### config.mk
export PLATFORM = sky130hd
export DESIGN_NAME = axi_rd_arbiter
export DESIGN_NICKNAME = d
export VERILOG_FILES = /design/src/rtl/axi_rd_arbiter_pkg.sv /design/src/rtl/axi_rd_prio_sel.sv /design/src/rtl/axi_rd_arbiter.sv
export SDC_FILE = /design/constraint.sdc
export NUM_CORES = 1
export LEC_CHECK = 0
export CORE_AREA = 2 2 97 99
export CTS_CLUSTER_SIZE = 28
export DETAILED_ROUTE_END_ITERATION = 16
export DIE_AREA = 0 0 99 101
export DONT_BUFFER_PORTS = 1
export PLACE_DENSITY = 0.49
export SYNTH_ARGS = -nofsm -noshare
export SYNTH_HDL_FRONTEND = slang
export SYNTH_SLANG_ARGS = --single-unit
### constraint.sdc
create_clock -name clk -period 3.2 [get_ports clk]
set_input_delay 0.32 -clock clk [delete_from_list [all_inputs] [get_ports clk]]
set_output_delay 0.32 -clock clk [all_outputs]
set_load 0.02 [all_outputs]
### src/rtl/axi_rd_arbiter_pkg.sv
// Purpose: shared types, widths and encodings for the AXI3 read-channel arbiter.
// Contents: requester indices, AXI field widths, burst encoding, FSM state
//           encoding, latched-command payload struct, owner-to-ID helper.
package axi_rd_arbiter_pkg;

  localparam int unsigned ADDR_W  = 32;
  localparam int unsigned DATA_W  = 32;
  localparam int unsigned LEN_W   = 4;
  localparam int unsigned SIZE_W  = 3;
  localparam int unsigned ID_W    = 4;
  localparam int unsigned RESP_W  = 2;
  localparam int unsigned BURST_W = 2;
  localparam int unsigned OWNER_W = 2;

  localparam int unsigned REQ_ICACHE   = 0;
  localparam int unsigned REQ_DCACHE   = 1;
  localparam int unsigned REQ_UNCACHED = 2;

  localparam logic [BURST_W-1:0] AXI_BURST_INCR = 2'b01;

  typedef enum logic [1:0] {
    ARB_IDLE = 2'd0,
    ARB_AR   = 2'd1,
    ARB_R    = 2'd2
  } arb_state_e;

  // Request payload latched into the AR registers at arbitration time.
  typedef struct packed {
    logic [ADDR_W-1:0] addr;
    logic [LEN_W-1:0]  len;
    logic [SIZE_W-1:0] size;
  } rd_cmd_t;

  // AXI ID is the requester index zero-extended.
  function automatic logic [ID_W-1:0] owner_to_id(input logic [OWNER_W-1:0] owner);
    return ID_W'(owner);
  endfunction

endpackage

### src/rtl/axi_rd_prio_sel.sv
// Purpose: combinational winner pick among read requesters.
// Ports: req_i     - per-requester request
//        starve_i  - icache starvation threshold reached
//        win_oh_o  - one-hot winner (all zero when no request)
//        win_idx_o - winner index
//        any_o     - at least one request pending
module axi_rd_prio_sel
  import axi_rd_arbiter_pkg::*;
#(
  parameter int unsigned NREQ = 3
) (
  input  logic [NREQ-1:0]    req_i,
  input  logic               starve_i,
  output logic [NREQ-1:0]    win_oh_o,
  output logic [OWNER_W-1:0] win_idx_o,
  output logic               any_o
);

  // Ascending scan leaves the highest requesting index as winner; a starved
  // icache overrides the fixed priority.
  always_comb begin
    win_idx_o = '0;
    for (int i = 0; i < NREQ; i++) begin
      if (req_i[i]) win_idx_o = OWNER_W'(i);
    end
    if (starve_i && req_i[REQ_ICACHE]) win_idx_o = OWNER_W'(REQ_ICACHE);
  end

  // One-hot form of the winner, qualified by any request present.
  always_comb begin
    any_o    = |req_i;
    win_oh_o = '0;
    for (int i = 0; i < NREQ; i++) begin
      win_oh_o[i] = any_o && (win_idx_o == OWNER_W'(i));
    end
  end

endmodule

### src/rtl/axi_rd_arbiter.sv
// Purpose: shares one AXI3 read channel between icache refill, dcache refill and
//          uncached loads, one outstanding transaction at a time.
// Ports: clk/resetn                    - clock, synchronous active-low reset
//        rd_req/rd_addr/rd_len/rd_size - packed per-requester read commands
//        rd_gnt                        - AR-handshake pulse to the owner (combinational)
//        ret_valid/ret_last/ret_err/ret_data - R beat routed to the owner (combinational)
//        busy                          - FSM not idle
//        ar*                           - AXI3 AR master channel (registered)
//        r*                            - AXI3 R channel, rready combinational on state
module axi_rd_arbiter
  import axi_rd_arbiter_pkg::*;
#(
  parameter int unsigned NREQ       = 3,
  parameter int unsigned STARVE_MAX = 4
) (
  input  logic                   clk,
  input  logic                   resetn,
  input  logic [NREQ-1:0]        rd_req,
  input  logic [NREQ*ADDR_W-1:0] rd_addr,
  input  logic [NREQ*LEN_W-1:0]  rd_len,
  input  logic [NREQ*SIZE_W-1:0] rd_size,
  output logic [NREQ-1:0]        rd_gnt,
  output logic [NREQ-1:0]        ret_valid,
  output logic                   ret_last,
  output logic                   ret_err,
  output logic [DATA_W-1:0]      ret_data,
  output logic                   busy,
  output logic [ID_W-1:0]        arid,
  output logic [ADDR_W-1:0]      araddr,
  output logic [LEN_W-1:0]       arlen,
  output logic [SIZE_W-1:0]      arsize,
  output logic [BURST_W-1:0]     arburst,
  output logic                   arvalid,
  input  logic                   arready,
  input  logic [ID_W-1:0]        rid,
  input  logic [DATA_W-1:0]      rdata,
  input  logic [RESP_W-1:0]      rresp,
  input  logic                   rlast,
  input  logic                   rvalid,
  output logic                   rready
);

  localparam int unsigned CNT_W = $clog2(STARVE_MAX + 1);

  arb_state_e         state_q, state_d;
  rd_cmd_t            cmd_q, cmd_d;
  logic               arvalid_q, arvalid_d;
  logic [OWNER_W-1:0] owner_q, owner_d;
  logic [CNT_W-1:0]   starve_cnt_q, starve_cnt_d;

  logic [NREQ-1:0]    win_oh;
  logic [OWNER_W-1:0] win_idx;
  logic               win_any;
  logic               starve_hit;
  rd_cmd_t            win_cmd;
  logic [NREQ-1:0]    owner_oh;
  logic               unused_rresp0;

  assign unused_rresp0 = rresp[0];
  assign starve_hit    = (starve_cnt_q == CNT_W'(STARVE_MAX));

  axi_rd_prio_sel #(
    .NREQ (NREQ)
  ) u_prio_sel (
    .req_i     (rd_req),
    .starve_i  (starve_hit),
    .win_oh_o  (win_oh),
    .win_idx_o (win_idx),
    .any_o     (win_any)
  );

  // Select the winner's command slice.
  always_comb begin
    win_cmd = '0;
    for (int i = 0; i < NREQ; i++) begin
      if (win_oh[i]) begin
        win_cmd.addr = rd_addr[i*ADDR_W +: ADDR_W];
        win_cmd.len  = rd_len[i*LEN_W +: LEN_W];
        win_cmd.size = rd_size[i*SIZE_W +: SIZE_W];
      end
    end
  end

  // State register.
  always_ff @(posedge clk) begin
    if (!resetn) state_q <= ARB_IDLE;
    else         state_q <= state_d;
  end

  // Next-state logic; arvalid is always high in AR so arready alone completes it.
  always_comb begin
    state_d = state_q;
    unique case (state_q)
      ARB_IDLE: if (win_any)          state_d = ARB_AR;
      ARB_AR:   if (arready)          state_d = ARB_R;
      ARB_R:    if (rvalid && rlast)  state_d = ARB_IDLE;
      default:                        state_d = ARB_IDLE;
    endcase
  end

  // Output logic: grant and return routing follow the latched owner.
  always_comb begin
    owner_oh  = NREQ'(1) << owner_q;
    rd_gnt    = '0;
    ret_valid = '0;
    ret_last  = 1'b0;
    ret_err   = 1'b0;
    ret_data  = '0;
    rready    = 1'b0;
    busy      = (state_q != ARB_IDLE);
    unique case (state_q)
      ARB_AR: if (arready) rd_gnt = owner_oh;
      ARB_R: begin
        rready = 1'b1;
        if (rvalid) begin
          ret_valid = owner_oh;
          ret_data  = rdata;
          ret_last  = rlast;
          ret_err   = rresp[1];
        end
      end
      default: ;
    endcase
  end

  // AR registers, owner and starvation counter.
  always_comb begin
    cmd_d        = cmd_q;
    arvalid_d    = arvalid_q;
    owner_d      = owner_q;
    starve_cnt_d = starve_cnt_q;
    unique case (state_q)
      ARB_IDLE: begin
        if (!rd_req[REQ_ICACHE] || (win_idx == OWNER_W'(REQ_ICACHE))) begin
          starve_cnt_d = '0;
        end else if (!starve_hit) begin
          starve_cnt_d = starve_cnt_q + CNT_W'(1);
        end
        if (win_any) begin
          cmd_d     = win_cmd;
          owner_d   = win_idx;
          arvalid_d = 1'b1;
        end
      end
      ARB_AR: if (arready) arvalid_d = 1'b0;
      default: ;
    endcase
  end

  always_ff @(posedge clk) begin
    if (!resetn) begin
      cmd_q        <= '0;
      arvalid_q    <= 1'b0;
      owner_q      <= '0;
      starve_cnt_q <= '0;
    end else begin
      cmd_q        <= cmd_d;
      arvalid_q    <= arvalid_d;
      owner_q      <= owner_d;
      starve_cnt_q <= starve_cnt_d;
    end
  end

  assign arid    = owner_to_id(owner_q);
  assign araddr  = cmd_q.addr;
  assign arlen   = cmd_q.len;
  assign arsize  = cmd_q.size;
  assign arburst = AXI_BURST_INCR;
  assign arvalid = arvalid_q;

  // Single outstanding read: any returning ID other than ours is a slave bug.
  always_ff @(posedge clk) begin
    if (resetn && (state_q == ARB_R) && rvalid) begin
      assert (rid == arid);
    end
  end

endmodule

# Word level (Yosys, flattened, before mapping)
# Index checks and enable logic that the tools add are counted.
# totals
register_bits	47
inputBits	163
elab_cells	60
# classes
shift	1
add_sub_neg	1
eq_ne	9
n_reduce_logical	16
mux	26
# op_table
op	n
$mux 39	3
$mux 32	2
$mux 3	6
$mux 2	5
$mux 1	8
$ne 2x2->1 const B	3
$pmux 2 s3	1
$reduce_and 3->1	2
$logic_and 1x1->1	5
$eq 2x1->1 const B	2
$eq 2x2->1 const B	2
$logic_not 2->1	2
$reduce_and 2->1	2
$reduce_bool 2->1	2
$add 3x1->3 const B	1
$eq 3x3->1 const B	1
$reduce_or 3->1	1
$shl 1x2->3 const A	1
$ne 2x1->1 const B	1
$pmux 1 s2	1
$logic_not 1->1	1
$logic_or 1x1->1	1

# Logic depth before layout (Yosys ltp)
# depth
ltp_word	8
ltp_mapped	7
depth_no_buf	5

# Cells and area by module
# A second synthesis with hierarchy kept.
# unflattened
cells_unflattened	292
hier_area_um2	2715.1
# modules_own_cells
module	cells_each	instances	area_per_inst_um2
axi_rd_arbiter	284	1	2663.8
axi_rd_prio_sel	8	1	51.3

# Worst setup path before layout
# OpenSTA, ideal clock, no wires.
# synth_timing
path_kind	register to output
start	reg state_q[1]
end	out ret_data[22]
setup_slack_ps	1525
arrival_ps	1355
path_buffers	2
stages_incl_launch_ff	5
cell_sequence	dfxtp_1 > nor2b_1 > buf_2 > clkbuf_1 > and3_1
# synth_between
elab_chain_cells	2
# synth_rtl
element	line_no	text
from (decl)	axi_rd_arbiter.sv:45	arb_state_e state_q, state_d;
from (signal assigned)	axi_rd_arbiter.sv:87	else state_q <= state_d;
$eq 2x2->1	axi_rd_arbiter.sv:111	unique case (state_q)
$mux 32	axi_rd_arbiter.sv:111	
to (decl)	axi_rd_arbiter.sv:26	output logic [DATA_W-1:0] ret_data,
# Every way passes these cells.

# Final worst setup path
# layout_timing
start	reg state_q[1]
end	out ret_data[0]
# Same word-level chain as after synthesis.

==> qor.yml <==
yosys:
  synth_ff_type: "dfxtp_1"
  synth_common_cells: "47 x dfxtp_1, 45 x nand2_1, 40 x nand3b_1"
  synthCells: 378
  synthArstFlopShare_pct: 0
  yosysWarnings: 0
  ys_seq_elements: 47
  synth_area_um2: 3050
  synthMostInstantiatedCell: "dfxtp_1"
  synth-edff-count: 0
  yosys.cell_types.count: 33
  ys_top_cells_by_area: "dfxtp_1 31%, a32o_1 13%, nand3b_1 9.8%, o22ai_1 8.0%, and3_1 7.2%"
  yosys.area.top_type_share_pct: 30.8
  seq_area_frac_synth_pct: 30.8
  synth.largest_area_cell: "dfxtp_1"
  avgSynthCellArea_um2: 8.07
grt:
  track_usage_pct: 16.9
  grt_max_degree: 84
  overflow: 0
  grt_pass1_wl_mm: 13.6
  grt_pass1_vias: 2621
  antenna_found_initial: 0
sta:
  layout_setup_ws_ns: 1.09
  hold_viol: 0
  fin_crit_sh_pct: 65.8
  setup_viol: 0
  rsz0062_at_grt: "false"
  fin_setup_tns_ns: 0
  period_minus_slack_ns: 2.11
  slew_headroom_pct: 50.7
  finalClockSkew_ns: 0.0129
  drv_slew: 0
  hold_ws_ns: 0.130
  max_freq_mhz: 475
  tightest_slew_ns: 0.740
power:
  p_total_w: 0.00148
  leakage_nw: 1.16
  ir_drop_mv: 0.198
  power_density_nw_per_um2: 474
critical_path:
  cp_max_fo: 27
  cp.depth: 3
  cp.required_ns: 2.88
  cp-end-kind: "primary output"
  reg2regPathDepth: 5
  path_delay_family: "simple AND/OR/NAND/NOR gates"
  critical_path_class: "flop to primary output"
  worstSetupStartpoint: "state_q[1]"
  reg2reg_slack_ns: 1.34
  cp.arrival_ns: 1.79
  critical_path.endpoint: "ret_data[0]"
  path_cells: "nor2b_2, buf_4, and3_1"
  max_stage_delay_ns: 0.44
  regToRegEndpoint: "araddr[16]"
  cp_slowest_cell: "dfxtp_1"
  r2r_start: "state_q[0]"
  crit_buf_inv: 1
  startpoint_type: "flop"
detailed_routing:
  wl_mm: 9.30
  vias: 2910
  wl_per_cell_um: 20.4
  first_pass_iters: 4
  drt_iter0_drc: 141
  drtAntennaViolNets: 0
  viasPerCell: 6.38
  drc: 0
clock_tree:
  cts_htree_levels: 2
  postCtsSetupRepairBufs: 0
  root_buffer: "clkbuf_8"
  cts_resized: 0
  cts_tree: "done"
  clk_pin_slew_worst_paths_ns: 0.10
  cts_buffer_depth: 2
  cts_buffers: 5
  postCtsHoldBufs: 0
  insertion_delay_ns: 0.30
  cts_sinks: 47
place:
  io_buffers: 0
  dp_hpwl_mm: 6.52
  gp_congestion: 0.757
  dp_slack_ns: 1.33
flow_run:
  maxCapViolCount: 0
floorplanning:
  fp.dieH_um: 101
  core-area_um2: 8980
  rows: 35
  initial_core_util_pct: 34.0
  die-area_um2: 10000
  die_width_um: 99
  ioPinCount: 251
finish:
  diodes: 0
  area_growth_pct: 2.21
  drive_above_1_share_pct: 6.67
  fin_nets: 509
  final_core_util_pct: 34.7
run_status:
  status: "complete, no violations"
min_path:
  hold_path_class: "primary input to flop"
==> stage by stage <==
stage | instance area [um^2] | std cells
after global placement | 3000 | 448
after floorplan | 3060 | 380
final | 3120 | 456
after global routing | 3120 | 456
after CTS | 3120 | 456
after detailed placement | 3000 | 448
==> cells by family after synthesis <==
family | count (synthesis) | synth area share [%]
and+or+nand+nor | 142 | 27.4
AOI/OAI and AO/OA | 131 | 31.0
buffers and inverters | 54 | 9.64
DFF | 47 | 30.8
adders and majority gates | 2 | 0.820
other | 2 | 0.246
==> worst register-to-register path: cells and delay by family (launching register included) <==
family / cells / cell delay, ns
compound gates: 2 / 0.82
buf+inv: 2 / 0.48
flops: 1 / 0.45
simple gates: 1 / 0.08
==> per-layer routing <==
metal	GRT usage, %	wire length [um]	up-vias
li1	-	-	1356
met1	20.0	3520	1377
met2	30.8	4900	168
met3	3.61	768	9
met4	4.43	104	0
met5	0	0	-
==> power breakdown <==
part / total, W / switching, W / internal (W)
combinational: 0.000252 / 0.000132 / 0.000120
clock: 0.000460 / 0.000207 / 0.000253
sequential: 0.000765 / 0.000118 / 0.000647
total: 0.00148 / 0.000457 / 0.00102
==> state kept, by name, indices dropped and copies added (netlist names) <==
register,count
arsize,3
owner_q,2
araddr,32
starve_cnt_q,3
state_q,2
arvalid,1
arlen,4
==> layout make-up <==
class                      count  area [um^2]
sequential                    47          941
clock buffer                   6         82.6
clock inverter                 2         35.0
fill                         942         5860
inverter                       3         11.3
multi-input combinational    279         1840
tap                          111          139
timing repair buffer           8         72.6
==> cells in the final DEF, fill, tap and decap left out, drive strengths merged, types with 2 or more instances in the layout <==
cell / instances
o21a: 4
nand3: 2
o21ai: 3
ha: 2
and3: 35
conb: 4
o22ai: 39
a32o: 39
nand2b: 2
clkbuf: 6
nor3b: 3
nand3b: 40
nand4: 2
a21boi: 6
buf: 8
nand2: 45
dfxtp: 47
a21oi: 39
nor3: 3
inv: 3
nor2: 6
==> worst min path at each step <==
| stage | start | to | slack (ns) | cells after the start |
|---|---|---|---|---|
| floorplan | starve_cnt_q[1] | starve_cnt_q[1] | 0.46 | 2 |
| global placement | resetn | arvalid | 0.44 | 1 |
| detailed placement | resetn | arvalid | 0.44 | 1 |
| CTS | resetn | arvalid | 0.12 | 1 |
| global route | resetn | arvalid | 0.11 | 1 |
| finish | resetn | arvalid | 0.13 | 1 |
No activity file was read; power rests on OpenSTA's default activity.
